## config.mk

```make
export PLATFORM = sky130hd
export DESIGN_NAME = vga_timing_gen
export DESIGN_NICKNAME = d
export VERILOG_FILES = /design/src/rtl/vga_timing_gen.sv
export SDC_FILE = /design/constraint.sdc
export NUM_CORES = 1
export LEC_CHECK = 0
export ABC_AREA = 1
export BUFFER_PORTS_ARGS = -buffer_cell sky130_fd_sc_hd__buf_4
export CORE_UTILIZATION = 40
export CTS_CLUSTER_SIZE = 40
export DETAILED_ROUTE_END_ITERATION = 7
export PLACE_DENSITY = 0.62
export SETUP_SLACK_MARGIN = 0.2
export SKIP_LAST_GASP = 1
export SLEW_MARGIN = 20
export SYNTH_ARGS = -nofsm -noshare
export SYNTH_HDL_FRONTEND = slang
export SYNTH_SLANG_ARGS = --single-unit
```

## constraint.sdc

```tcl
create_clock -name clk -period 4.75 [get_ports clk]
set_input_delay 0.95 -clock clk [delete_from_list [all_inputs] [get_ports clk]]
set_output_delay 0.95 -clock clk [all_outputs]
set_load 0.005 [all_outputs]
```

## src/rtl/vga_timing_gen.sv

```systemverilog
// rtl/vga_timing_gen.sv - VGA raster timing generator with a bouncing square object select.
// All outputs are registered and change only on pixel-tick edges, except the one-clock frame_start pulse.

module vga_timing_gen #(
    parameter int CLK_DIV  = 4,
    parameter int H_ACTIVE = 640,
    parameter int H_FP     = 16,
    parameter int H_SYNC   = 96,
    parameter int H_BP     = 48,
    parameter int V_ACTIVE = 480,
    parameter int V_FP     = 10,
    parameter int V_SYNC   = 2,
    parameter int V_BP     = 33,
    parameter int BOX_SIZE = 32,
    parameter int STEP     = 2
) (
    input  logic       clk,
    input  logic       reset,
    input  logic       en,
    output logic       hsync,
    output logic       vsync,
    output logic       video_on,
    output logic [9:0] pixel_x,
    output logic [9:0] pixel_y,
    output logic       frame_start,
    output logic       sel
);

    localparam int H_TOTAL = H_ACTIVE + H_FP + H_SYNC + H_BP;
    localparam int V_TOTAL = V_ACTIVE + V_FP + V_SYNC + V_BP;
    localparam int DIV_W   = (CLK_DIV > 1) ? $clog2(CLK_DIV) : 1;

    localparam logic [DIV_W-1:0] DIV_LAST = DIV_W'(CLK_DIV - 1);
    localparam logic [9:0]       H_LAST   = 10'(H_TOTAL - 1);
    localparam logic [9:0]       V_LAST   = 10'(V_TOTAL - 1);

    // 11-bit views so box edge + step never wraps during comparison
    localparam logic [10:0] HA_W      = 11'(H_ACTIVE);
    localparam logic [10:0] VA_W      = 11'(V_ACTIVE);
    localparam logic [10:0] BOX_W     = 11'(BOX_SIZE);
    localparam logic [10:0] STEP_W    = 11'(STEP);
    localparam logic [10:0] HS_FIRST  = 11'(H_ACTIVE + H_FP);
    localparam logic [10:0] HS_LAST   = 11'(H_ACTIVE + H_FP + H_SYNC - 1);
    localparam logic [10:0] VS_FIRST  = 11'(V_ACTIVE + V_FP);
    localparam logic [10:0] VS_LAST   = 11'(V_ACTIVE + V_FP + V_SYNC - 1);
    localparam logic [9:0]  STEP_10   = 10'(STEP);

    logic [DIV_W-1:0] div;
    logic [9:0]       h;
    logic [9:0]       v;
    logic [9:0]       box_x;
    logic [9:0]       box_y;
    logic             dir_x;
    logic             dir_y;

    logic             tick;
    logic             h_last;
    logic             v_last;
    logic             wrap;
    logic [9:0]       h_nxt;
    logic [9:0]       v_nxt;
    logic [9:0]       box_x_nxt;
    logic [9:0]       box_y_nxt;
    logic             dir_x_nxt;
    logic             dir_y_nxt;
    logic [10:0]      hn;
    logic [10:0]      vn;
    logic [10:0]      bxn;
    logic [10:0]      byn;
    logic             hsync_nxt;
    logic             vsync_nxt;
    logic             video_on_nxt;
    logic             sel_nxt;

    always_comb begin
        tick   = (div == DIV_LAST);
        h_last = (h == H_LAST);
        v_last = (v == V_LAST);
        wrap   = tick && h_last && v_last;

        h_nxt = h_last ? 10'd0 : h + 10'd1;
        v_nxt = v;
        if (h_last) begin
            v_nxt = v_last ? 10'd0 : v + 10'd1;
        end
    end

    // Object reflects off the active-area edges; motion is evaluated once per frame wrap
    always_comb begin
        box_x_nxt = box_x;
        box_y_nxt = box_y;
        dir_x_nxt = dir_x;
        dir_y_nxt = dir_y;
        if (wrap && en) begin
            if (dir_x) begin
                if ({1'b0, box_x} + BOX_W + STEP_W > HA_W) begin
                    dir_x_nxt = 1'b0;
                    box_x_nxt = box_x - STEP_10;
                end else begin
                    box_x_nxt = box_x + STEP_10;
                end
            end else if ({1'b0, box_x} < STEP_W) begin
                dir_x_nxt = 1'b1;
                box_x_nxt = box_x + STEP_10;
            end else begin
                box_x_nxt = box_x - STEP_10;
            end

            if (dir_y) begin
                if ({1'b0, box_y} + BOX_W + STEP_W > VA_W) begin
                    dir_y_nxt = 1'b0;
                    box_y_nxt = box_y - STEP_10;
                end else begin
                    box_y_nxt = box_y + STEP_10;
                end
            end else if ({1'b0, box_y} < STEP_W) begin
                dir_y_nxt = 1'b1;
                box_y_nxt = box_y + STEP_10;
            end else begin
                box_y_nxt = box_y - STEP_10;
            end
        end
    end

    // Output decode uses post-increment position and post-move box so pixel (0,0) sees the new frame
    always_comb begin
        hn  = {1'b0, h_nxt};
        vn  = {1'b0, v_nxt};
        bxn = {1'b0, box_x_nxt};
        byn = {1'b0, box_y_nxt};

        hsync_nxt    = !((hn >= HS_FIRST) && (hn <= HS_LAST));
        vsync_nxt    = !((vn >= VS_FIRST) && (vn <= VS_LAST));
        video_on_nxt = (hn < HA_W) && (vn < VA_W);
        sel_nxt      = video_on_nxt
                    && (hn >= bxn) && (hn <= bxn + BOX_W - 11'd1)
                    && (vn >= byn) && (vn <= byn + BOX_W - 11'd1);
    end

    always_ff @(posedge clk) begin
        if (reset) begin
            div         <= '0;
            h           <= '0;
            v           <= '0;
            box_x       <= '0;
            box_y       <= '0;
            dir_x       <= 1'b1;
            dir_y       <= 1'b1;
            hsync       <= 1'b1;
            vsync       <= 1'b1;
            video_on    <= 1'b0;
            sel         <= 1'b0;
            frame_start <= 1'b0;
            pixel_x     <= '0;
            pixel_y     <= '0;
        end else begin
            div         <= tick ? '0 : div + 1'b1;
            frame_start <= wrap;
            box_x       <= box_x_nxt;
            box_y       <= box_y_nxt;
            dir_x       <= dir_x_nxt;
            dir_y       <= dir_y_nxt;
            if (tick) begin
                h        <= h_nxt;
                v        <= v_nxt;
                pixel_x  <= h_nxt;
                pixel_y  <= v_nxt;
                hsync    <= hsync_nxt;
                vsync    <= vsync_nxt;
                video_on <= video_on_nxt;
                sel      <= sel_nxt;
            end
        end
    end

endmodule

```

## After elaboration in Yosys (flattened, before gate mapping)

Index checks and enable logic that the tools add are counted.

- Flip-flop bits (word level): 49
- Input bits: 3
- Output and inout bits: 25
- Word-level logic and storage cells: 74

- Add/sub/neg operators: 15
- Magnitude comparators: 14
- Eq/ne operators: 3
- Mux-type cells: 17
- Reductions and logical operators: 13

Operators with widths:

| operator | number |
|---|---|
| two-way mux 10 bit | 11 |
| adder 10 x 6 -> 11 bit, second input constant | 4 |
| adder 11 x 2 -> 11 bit, second input constant | 2 |
| <= comparator 10 x 11 -> 1 bit | 2 |
| subtractor 11 x 1 -> 11 bit, second input constant | 2 |
| adder 10 x 1 -> 10 bit, second input constant | 2 |
| adder 10 x 2 -> 10 bit, second input constant | 2 |
| equality test 10 bit, second input constant | 2 |
| greater-or-equal comparator 10 bit | 2 |
| < comparator 10 x 2 -> 1 bit, second input constant | 2 |
| subtractor 10 x 2 -> 10 bit, second input constant | 2 |
| greater-than comparator 11 x 10 -> 1 bit, second input constant | 1 |
| greater-than comparator 11 x 9 -> 1 bit, second input constant | 1 |
| greater-or-equal comparator 10 bit, second input constant | 1 |
| greater-or-equal comparator 10 x 9 -> 1 bit, second input constant | 1 |
| <= comparator 10 bit, second input constant | 1 |
| <= comparator 10 x 9 -> 1 bit, second input constant | 1 |
| logical AND 1 bit | 10 |
| < comparator 10 bit, second input constant | 1 |
| < comparator 10 x 9 -> 1 bit, second input constant | 1 |
| two-way mux 1 bit | 6 |
| adder 2 x 1 -> 2 bit, second input constant | 1 |
| equality test 2 bit, second input constant | 1 |
| logical NOT 1 bit | 2 |
| OR reduction 2 bit | 1 |

## Longest topological paths before layout

Gate-level depths: netlist of the first run.

- Word-level depth: 12
- Depth in mapped cells: 30
- Depth with buffers taken out: 30

## Least setup slack after synthesis of the first run

Ideal clock, no wire load.

- Path type: register to register
- From: register box_y[1]
- To: register sel
- Library setup time: 0.113 ns
- Arrival: 3.185 ns
- Required time: 4.637 ns
- Path slack: 1.452 ns
- Stages on the path, launching flop included: 30
- Path buffers: 0
- Period minus slack after synthesis: 3.298 ns
- Path through: dfxtp_1 > inv_1 > ha_1 > inv_1 > nand2_1 > a21oi_1 > nand2_1 > nand2_1 > nor2_1 > nand2_1 > nand2_4 > nand2_4 > nand2_1 > nand3_1 > and2_1 > ha_1 > nand3_2 > xor2_1 > ha_1 > inv_1 > nor3_1 > nand2_1 > nand2_1 > nand2_1 > nand2_1 > a21oi_1 > nor2_1 > nand2_1 > nand3_1 > nand2_1

- Cells in the longest elaborated chain, start to end: 10
- Elaborated cells between the ends (all ways): 16
- Those cells by class: add/sub (6); order compare (4); mux (4); reduce/logical (2)

RTL lines:

| item | line | text |
|---|---|---|
| from (decl) | 52 | `logic [9:0] box_y;` |
| from (signal assigned) | 160 | `box_y <= box_y_nxt;` |
| adder 10 x 6 -> 11 bit | 110 | `if ({1'b0, box_y} + BOX_W + STEP_W > VA_W) begin` |
| adder 11 x 2 -> 11 bit | 110 |  |
| greater-than comparator 11 x 9 -> 1 bit | 110 |  |
| two-way mux 10 bit | 110 |  |
| two-way mux 10 bit | 109 | `if (dir_y) begin` |
| two-way mux 10 bit * | 94 | `if (wrap && en) begin` |
| adder 10 x 6 -> 11 bit | 137 | `&& (vn >= byn) && (vn <= byn + BOX_W - 11'd1);` |
| subtractor 11 x 1 -> 11 bit | 137 |  |
| <= comparator 10 x 11 -> 1 bit | 137 |  |
| logical AND 1 bit * | 137 |  |
| to (signal assigned) | 171 | `sel <= sel_nxt;` |
| to (decl) | 26 | `output logic sel` |

Mark *: on every way between the ends. The rest lies on a longest branch, timed or not.
A chain may end at the register's enable or synchronous reset.

## Worst setup path after layout of the first run

- From: register h[0]
- To: register sel

- Cells in the longest elaborated chain, start to end: 11
- Elaborated cells between the ends (all ways): 24
- Those cells by class: add/sub (5); order compare (6); eq/ne (1); mux (4); reduce/logical (8)

RTL lines:

| item | line | text |
|---|---|---|
| from (decl) | 49 | `logic [9:0] h;` |
| from (signal assigned) | 164 | `h <= h_nxt;` |
| equality test 10 bit | 77 | `h_last = (h == H_LAST);` |
| logical AND 1 bit (2 in a row) | 79 | `wrap = tick && h_last && v_last;` |
| logical AND 1 bit | 94 |  |
| two-way mux 10 bit | 94 |  |
| adder 10 x 6 -> 11 bit | 136 | `&& (hn >= bxn) && (hn <= bxn + BOX_W - 11'd1)` |
| subtractor 11 x 1 -> 11 bit | 136 |  |
| <= comparator 10 x 11 -> 1 bit | 136 |  |
| logical AND 1 bit | 136 |  |
| logical AND 1 bit | 137 |  |
| logical AND 1 bit * | 137 |  |

Marked as above.

==> results of run 1 <==
[synthesized netlist by cell type (3+ instances only)]
cell type / number
a21oi_1: 37
buf_2: 4
clkbuf_1: 6
dfxtp_1: 47
ha_1: 48
inv_1: 82
inv_2: 22
nand2_1: 174
nand2_2: 11
nand2_4: 6
nand3_1: 53
nand3_2: 9
nand3b_1: 3
nand4_1: 15
nor2_1: 73
nor2_2: 10
nor3_1: 15
o21ai_0: 25
o21ai_2: 4
o22ai_1: 12
xnor2_1: 6
xor2_1: 26
[sequential cells by signal, summed over array words and instances, names as in the netlist]
name         count
h               10
v               10
dir_x            1
video_on         1
hsync            1
sel              1
dir_y            1
div              2
frame_start      1
box_x            9
vsync            1
box_y            9
[power groups by stage]
stage	combinational [W]	sequential, W	clock, W
after detailed placement	0.0000421	0.000412	0
after CTS	0.0000426	0.000403	0.000479
after floorplan	0.0000270	0.000411	0
after global placement	0.0000412	0.000412	0
final	0.0000420	0.000403	0.000465
after global routing	0.0000481	0.000404	0.000499
[through the flow]
stage	utilization	std cells
detailed placement	0.438	881
floorplan	-	724
finish	0.454	889
CTS	0.454	889
global placement	0.438	881
global route	0.454	889
[area by class of cell]
| cell class | instances | area (um^2) | area share |
|---|---|---|---|
| clock buffer | 5 | 125 | 0.0240 |
| clock inverter | 3 | 67.6 | 0.0130 |
| inverter | 104 | 390 | 0.0749 |
| multi-input combinational | 560 | 3300 | 0.634 |
| sequential | 47 | 941 | 0.181 |
| tap | 143 | 179 | 0.0343 |
| timing repair buffer | 27 | 203 | 0.0389 |
[layer usage]
layer	GRT usage	routed length, um	part of all wire	vias up
met5	0	0	0	-
li1	-	-	-	2418
met3	0.0285	568	0.047	14
met4	0.0587	179	0.015	0
met2	0.354	5730	0.47	109
met1	0.258	5650	0.47	2137
[worst max-delay path: stages, from the launching register on]
cell and delay, ps:
dfxtp_1 440, ha_1 230, nand2_1 100, nor2_2 210, nand2_4 160, nor3_1 280
and2_2 300, inv_2 60, nand2_1 80, and2_1 180, ha_1 220, nand3_2 110
xor2_1 160, ha_1 280, inv_1 50, nor3_1 250, nand2_1 90, nand2_1 60
nand2_1 50, nand2_1 60, a21oi_1 60, nor2_1 80, nand2_1 70, nand3_1 80
nand2_1 50
[logic make-up (layout without fill, tap and decap cells)]
family | Yosys count | after routing | synth area share
AND/OR/NAND/NOR | 385 | 385 | 0.393
buffers and inverters | 117 | 139 | 0.0983
AO/OA/AOI/OAI | 95 | 95 | 0.122
adder cells (fa/ha/maj) | 48 | 48 | 0.128
flip-flops | 47 | 47 | 0.200
XOR/XNOR | 32 | 32 | 0.0595
[worst max path at each step]
stage                              from                to  slack [ps]
finish                h[0]$_SDFFE_PP0N_  sel$_SDFFE_PP0N_         940
global route        box_y[1]$_SDFF_PP0_  sel$_SDFFE_PP0N_         510
CTS                   h[0]$_SDFFE_PP0N_  sel$_SDFFE_PP0N_         950
detailed placement    h[0]$_SDFFE_PP0N_  sel$_SDFFE_PP0N_         980
global placement      h[0]$_SDFFE_PP0N_  sel$_SDFFE_PP0N_        1070
floorplan           box_y[1]$_SDFF_PP0_  sel$_SDFFE_PP0N_        1450
==> flow_metrics.env, run 1 <==
export IMPL_status="finished, final reports clean"
export IMPL_drive_gt1_frac=0.149
export IMPL_hpwl_um=9710
export IMPL_die_h_um=110
export IMPL_post_cts_resized=0
export IMPL_clkTransAtPathRegs_ps=70
export IMPL_period_minus_slack_ps=3810
export IMPL_ys_ff_latch=47
export IMPL_cp_data_arrival_time_ps=4000
export IMPL_route_detailed_drc=0
export IMPL_ys_warn_count=0
export IMPL_finalWirelength_um=12100
export IMPL_ys_dominant_reg_cell="dfxtp_1"
export IMPL_whs_ps=425
export IMPL_cts_htree_levels=2
export IMPL_setup_worst_path_class="reg2reg"
export IMPL_stdcell_area_mm2=0.00521
export IMPL_reg2reg_depth=24
export IMPL_hold_depth=1
export IMPL_syn_instance_count=724
export IMPL_via_per_inst=5.26
export IMPL_power_density_mw_per_mm2=175
export IMPL_grt_pass1_wl_um=20800
export IMPL_r2r_end="sel$_SDFFE_PP0N_"
export IMPL_ys_top_cells_by_area="dfxtp_1, nand2_1, ha_1"
export IMPL_placedInstanceArea_mm2=0.00502
export IMPL_comb_power_share=0.046
export IMPL_total_power_w=0.000911
export IMPL_grt_util_all_layers=0.203
export IMPL_r2r_start="h[0]$_SDFFE_PP0N_"
export IMPL_cp_max_fo=10
export IMPL_wire_per_inst_um=13.6
export IMPL_synth_area_mm2=0.00471
export IMPL_finalCritPeriodShare=0.802
export IMPL_synth_edff_count=0
export IMPL_cts_tree="built"
export IMPL_synth_nets=775
export IMPL_switching_share=0.215
export IMPL_core_region_area_mm2=0.0115
export IMPL_fin_setup_tns_ps=0
export IMPL_mostFrequentLayoutCells="nand2_1, inv_1, nor2_1"
export IMPL_hold_path_class="reg2reg"
export IMPL_ys_types=49
export IMPL_max_slew_worst_pin_slew_ps=852
export IMPL_critical_path_required_ps=4940
export IMPL_leakage_nw=2.63
export IMPL_maxSlewHeadroom=0.430
export IMPL_cts_max_path_buffers=2
export IMPL_hold_path_end="div[0]$_SDFF_PP0_"
export IMPL_critPathLaunchType="flip-flop"
export IMPL_end_kind="flip-flop"
export IMPL_cts_hold_fix_buffers=0
export IMPL_clock_fmax_ghz=0.263
export IMPL_hold_start="div[0]$_SDFF_PP0_"
export IMPL_routed_via_count=4678
export IMPL_pwr_share_seq=0.443
export IMPL_place_ws_ps=979
export IMPL_num_rows=39
export IMPL_r2r_slack_ps=940
export IMPL_syn_area_per_cell_um2=6.50
export IMPL_synthArstFlopShare=0
export IMPL_slew_violations=0
export IMPL_cap_violations=0
export IMPL_drtPass1Iterations=4
export IMPL_synth_top_area_frac=0.200
export IMPL_grt_overflow=0
export IMPL_p_int_w=0.000715
export IMPL_grt_pass1_vias=4578
export IMPL_post_cts_buffers=0
export IMPL_clock_latency_ps=300
export IMPL_antenna_found_initial=0
export IMPL_io_buffers=27
export IMPL_ioPinCount=28
export IMPL_cts_sinks=47
export IMPL_synth_top_area_cell="dfxtp_1"
export IMPL_cts_buffers=5
export IMPL_setup_viol=0
export IMPL_ys_seq_area_frac=0.200
export IMPL_final_common_cell="nand2_1"
export IMPL_ir_worst_vdd_uv=145
export IMPL_diodes=0
export IMPL_setup_ws_ps=942
export IMPL_ant_nets=0
export IMPL_nets=796
export IMPL_grt_max_degree=25
export IMPL_skew_ps=6.17
export IMPL_area_growth_pct=10.7
export IMPL_hold_violations=0
export IMPL_p_clk_frac=0.511
export IMPL_ctsRootBufferMaster="clkbuf_16"
export IMPL_die_area_mm2=0.0122
export IMPL_drtIter0Drc=223
export IMPL_fillers=1175
export IMPL_die_w_um=110
export IMPL_p_switching_w=0.000195
export IMPL_start_util=0.411
export IMPL_rsz0062_at_grt="false"
export IMPL_routabilityCongestion=0.912
(Power assumes the default switching activity.)
==> run 2: changes to the inputs <==
--- a/config.mk
+++ b/config.mk
@@ -10,7 +10,7 @@
 export CORE_UTILIZATION = 40
 export CTS_CLUSTER_SIZE = 40
 export DETAILED_ROUTE_END_ITERATION = 7
-export PLACE_DENSITY = 0.62
+export PLACE_DENSITY = 0.64
 export SETUP_SLACK_MARGIN = 0.2
 export SKIP_LAST_GASP = 1
 export SLEW_MARGIN = 20
==> constraint.sdc (replaced) <==
create_clock -name clk -period 3.4 [get_ports clk]
set_input_delay 0.68 -clock clk [delete_from_list [all_inputs] [get_ports clk]]
set_output_delay 0.68 -clock clk [all_outputs]
set_load 0.005 [all_outputs]
==> run 2 against run 1 <==
  * The run now ends with setup timing left
  * Clock-buffer cell count up 1
  * Sequential power up 39%
  * First-iteration DRC count up 31%
  * Flip-flop and latch count unchanged
  * Hold slack better by 8.7 ps
  * Design area up 22%
  * Utilization up 9.8 points
  * Power up 33%
  * Final cell count up 10%
  * Combinational power up 59%
  * Die area unchanged
==> flow_metrics.env, run 2 (synthesized netlist as in run 1, its figures left out) <==
export IMPL_cts_sinks=47
export IMPL_drive_gt1_frac=0.334
export IMPL_maxSlewHeadroom=0.572
export IMPL_nets=889
export IMPL_critPathLaunchType="flip-flop"
export IMPL_instances_no_fill=982
export IMPL_cp_data_arrival_time_ps=3730
export IMPL_finalWirelength_um=14200
export IMPL_cts_buffers=5
export IMPL_io_buffers=27
export IMPL_grt_max_degree=25
export IMPL_num_rows=39
export IMPL_drtPass1Iterations=5
export IMPL_clkTransAtPathRegs_ps=60
export IMPL_dr_max_layer_used="met4"
export IMPL_cts_hold_fix_buffers=0
export IMPL_status="complete, but fails checks"
export IMPL_stdcell_area_mm2=0.00634
export IMPL_end_kind="flip-flop"
export IMPL_critical_path_required_ps=3640
export IMPL_area_growth_pct=34.6
export IMPL_diodes=0
export IMPL_hpwl_um=10500
export IMPL_routed_via_count=5148
export IMPL_placed_cells=940
export IMPL_die_area_mm2=0.0122
export IMPL_power_density_mw_per_mm2=191
export IMPL_cts_max_path_buffers=2
export IMPL_drtIter0Drc=293
export IMPL_mostFrequentLayoutCells="nand2_1, buf_4, inv_1"
export IMPL_grt_overflow=0
export IMPL_finalCritPeriodShare=1.03
export IMPL_final_common_cell="nand2_1"
export IMPL_die_h_um=110
export IMPL_hold_violations=0
export IMPL_wl_met1_um=6190
export IMPL_grt_pass1_wl_um=23000
export IMPL_ant_nets=0
export IMPL_total_power_w=0.00121
export IMPL_leakage_nw=3.19
export IMPL_start_util=0.411
export IMPL_skew_ps=7.71
export IMPL_ioPinCount=28
export IMPL_cts_htree_levels=2
export IMPL_ctsRootBufferMaster="clkbuf_16"
export IMPL_grt_util_all_layers=0.227
export IMPL_setup_worst_path_class="reg2reg"
export IMPL_setup_viol=1
export IMPL_hold_path_class="reg2reg"
export IMPL_placedInstanceArea_mm2=0.00547
export IMPL_rsz0062_at_grt="true"
export IMPL_ir_worst_vdd_uv=247
export IMPL_route_detailed_drc=0
export IMPL_postLayoutCoreUtil=0.553
export IMPL_via_per_inst=5.24
export IMPL_cp_max_fo=5
export IMPL_setup_ws_ps=-86.0
export IMPL_cts_tree="built"
export IMPL_wl_met2_um=7060
export IMPL_max_slew_worst_pin_slew_ps=641
export IMPL_slew_violations=0
export IMPL_failed_checks="setup timing"
export IMPL_die_w_um=110
export IMPL_core_region_area_mm2=0.0115
export IMPL_grt_pass1_vias=4981
export IMPL_reg_largest_list="h x10, v x10"
export IMPL_period_minus_slack_ps=3490
export IMPL_antenna_found_initial=0
export IMPL_dr_wl_met3_um=552
export IMPL_cap_violations=0
export IMPL_clock_latency_ps=300
export IMPL_wire_per_inst_um=14.5
export IMPL_routabilityCongestion=0.916
export IMPL_clock_fmax_ghz=0.287
export IMPL_fin_setup_tns_ps=-86.0
export IMPL_fillers=1036
[run 2: report_power, final]
| group | switching [W] | internal [W] |
|---|---|---|
| sequential | 0.00000463 | 0.000555 |
| clock | 0.000220 | 0.000366 |
| combinational | 0.0000425 | 0.0000242 |
[run 2: path summary, 6_finish.rpt]
check                                    startpoint           endpoint  slack [ps]  depth (start not counted)
worst max-delay path            box_y[2]$_SDFF_PP0_   sel$_SDFFE_PP0N_         -90                         24
worst min-delay path              div[0]$_SDFF_PP0_  div[0]$_SDFF_PP0_         430                          1
worst max register to register  box_y[2]$_SDFF_PP0_   sel$_SDFFE_PP0N_         -90                         24
worst min register to register    div[0]$_SDFF_PP0_  div[0]$_SDFF_PP0_         430                          1
[run 2: layout make-up]
cell class,count,area [um^2],share of cell area
multi-input cells,560,3690,0.583
flip-flops and latches,47,966,0.152
repair buffers,120,925,0.146
inverters,104,398,0.0628
well taps,143,179,0.0282
clock buffers,6,139,0.0219
clock inverters,2,35.0,0.00553
[run 2: worst max-delay path, cell delays in order (launching register included)]
cell and delay, ps:
dfxtp_4 370, buf_4 140, nand4_1 190, buf_4 160, nand3_1 60, nand2_1 90, nand2_2 60, nor2_4 140
nand2_4 100, buf_4 150, nand2_1 70, nand3_1 90, o21ai_2 160, inv_2 100, a21oi_1 240, nand3_1 140
xor2_1 170, ha_1 300, a21oi_1 240, nand2_1 100, a21oi_2 120, nor2_1 50, nand2_1 70, nand3_2 70
nand2_1 60
[run 2: through the flow]
stage	hold WS [ps]	setup WS, ps
final	434	-86.0
after global routing	457	-296
after CTS	442	126
after detailed placement	433	-71.5
after global placement	407	-24.2
after floorplan	399	220
[run 2: timing repair]
item | in CTS | in global routing
gates cloned | 0 | 0
resized for setup | 79 | 33
setup buffers | 24 | 10
setup endpoints to repair | 1 | 1
pin swaps | 46 | 38
hold endpoints to repair | 0 | 0
[run 2: metal layers]
metal | global-route usage | vias up
met1 | 0.282 | 2374
li1 | - | 2602
met3 | 0.0247 | 32
met2 | 0.394 | 140
met4 | 0.0960 | 0
met5 | 0 | -
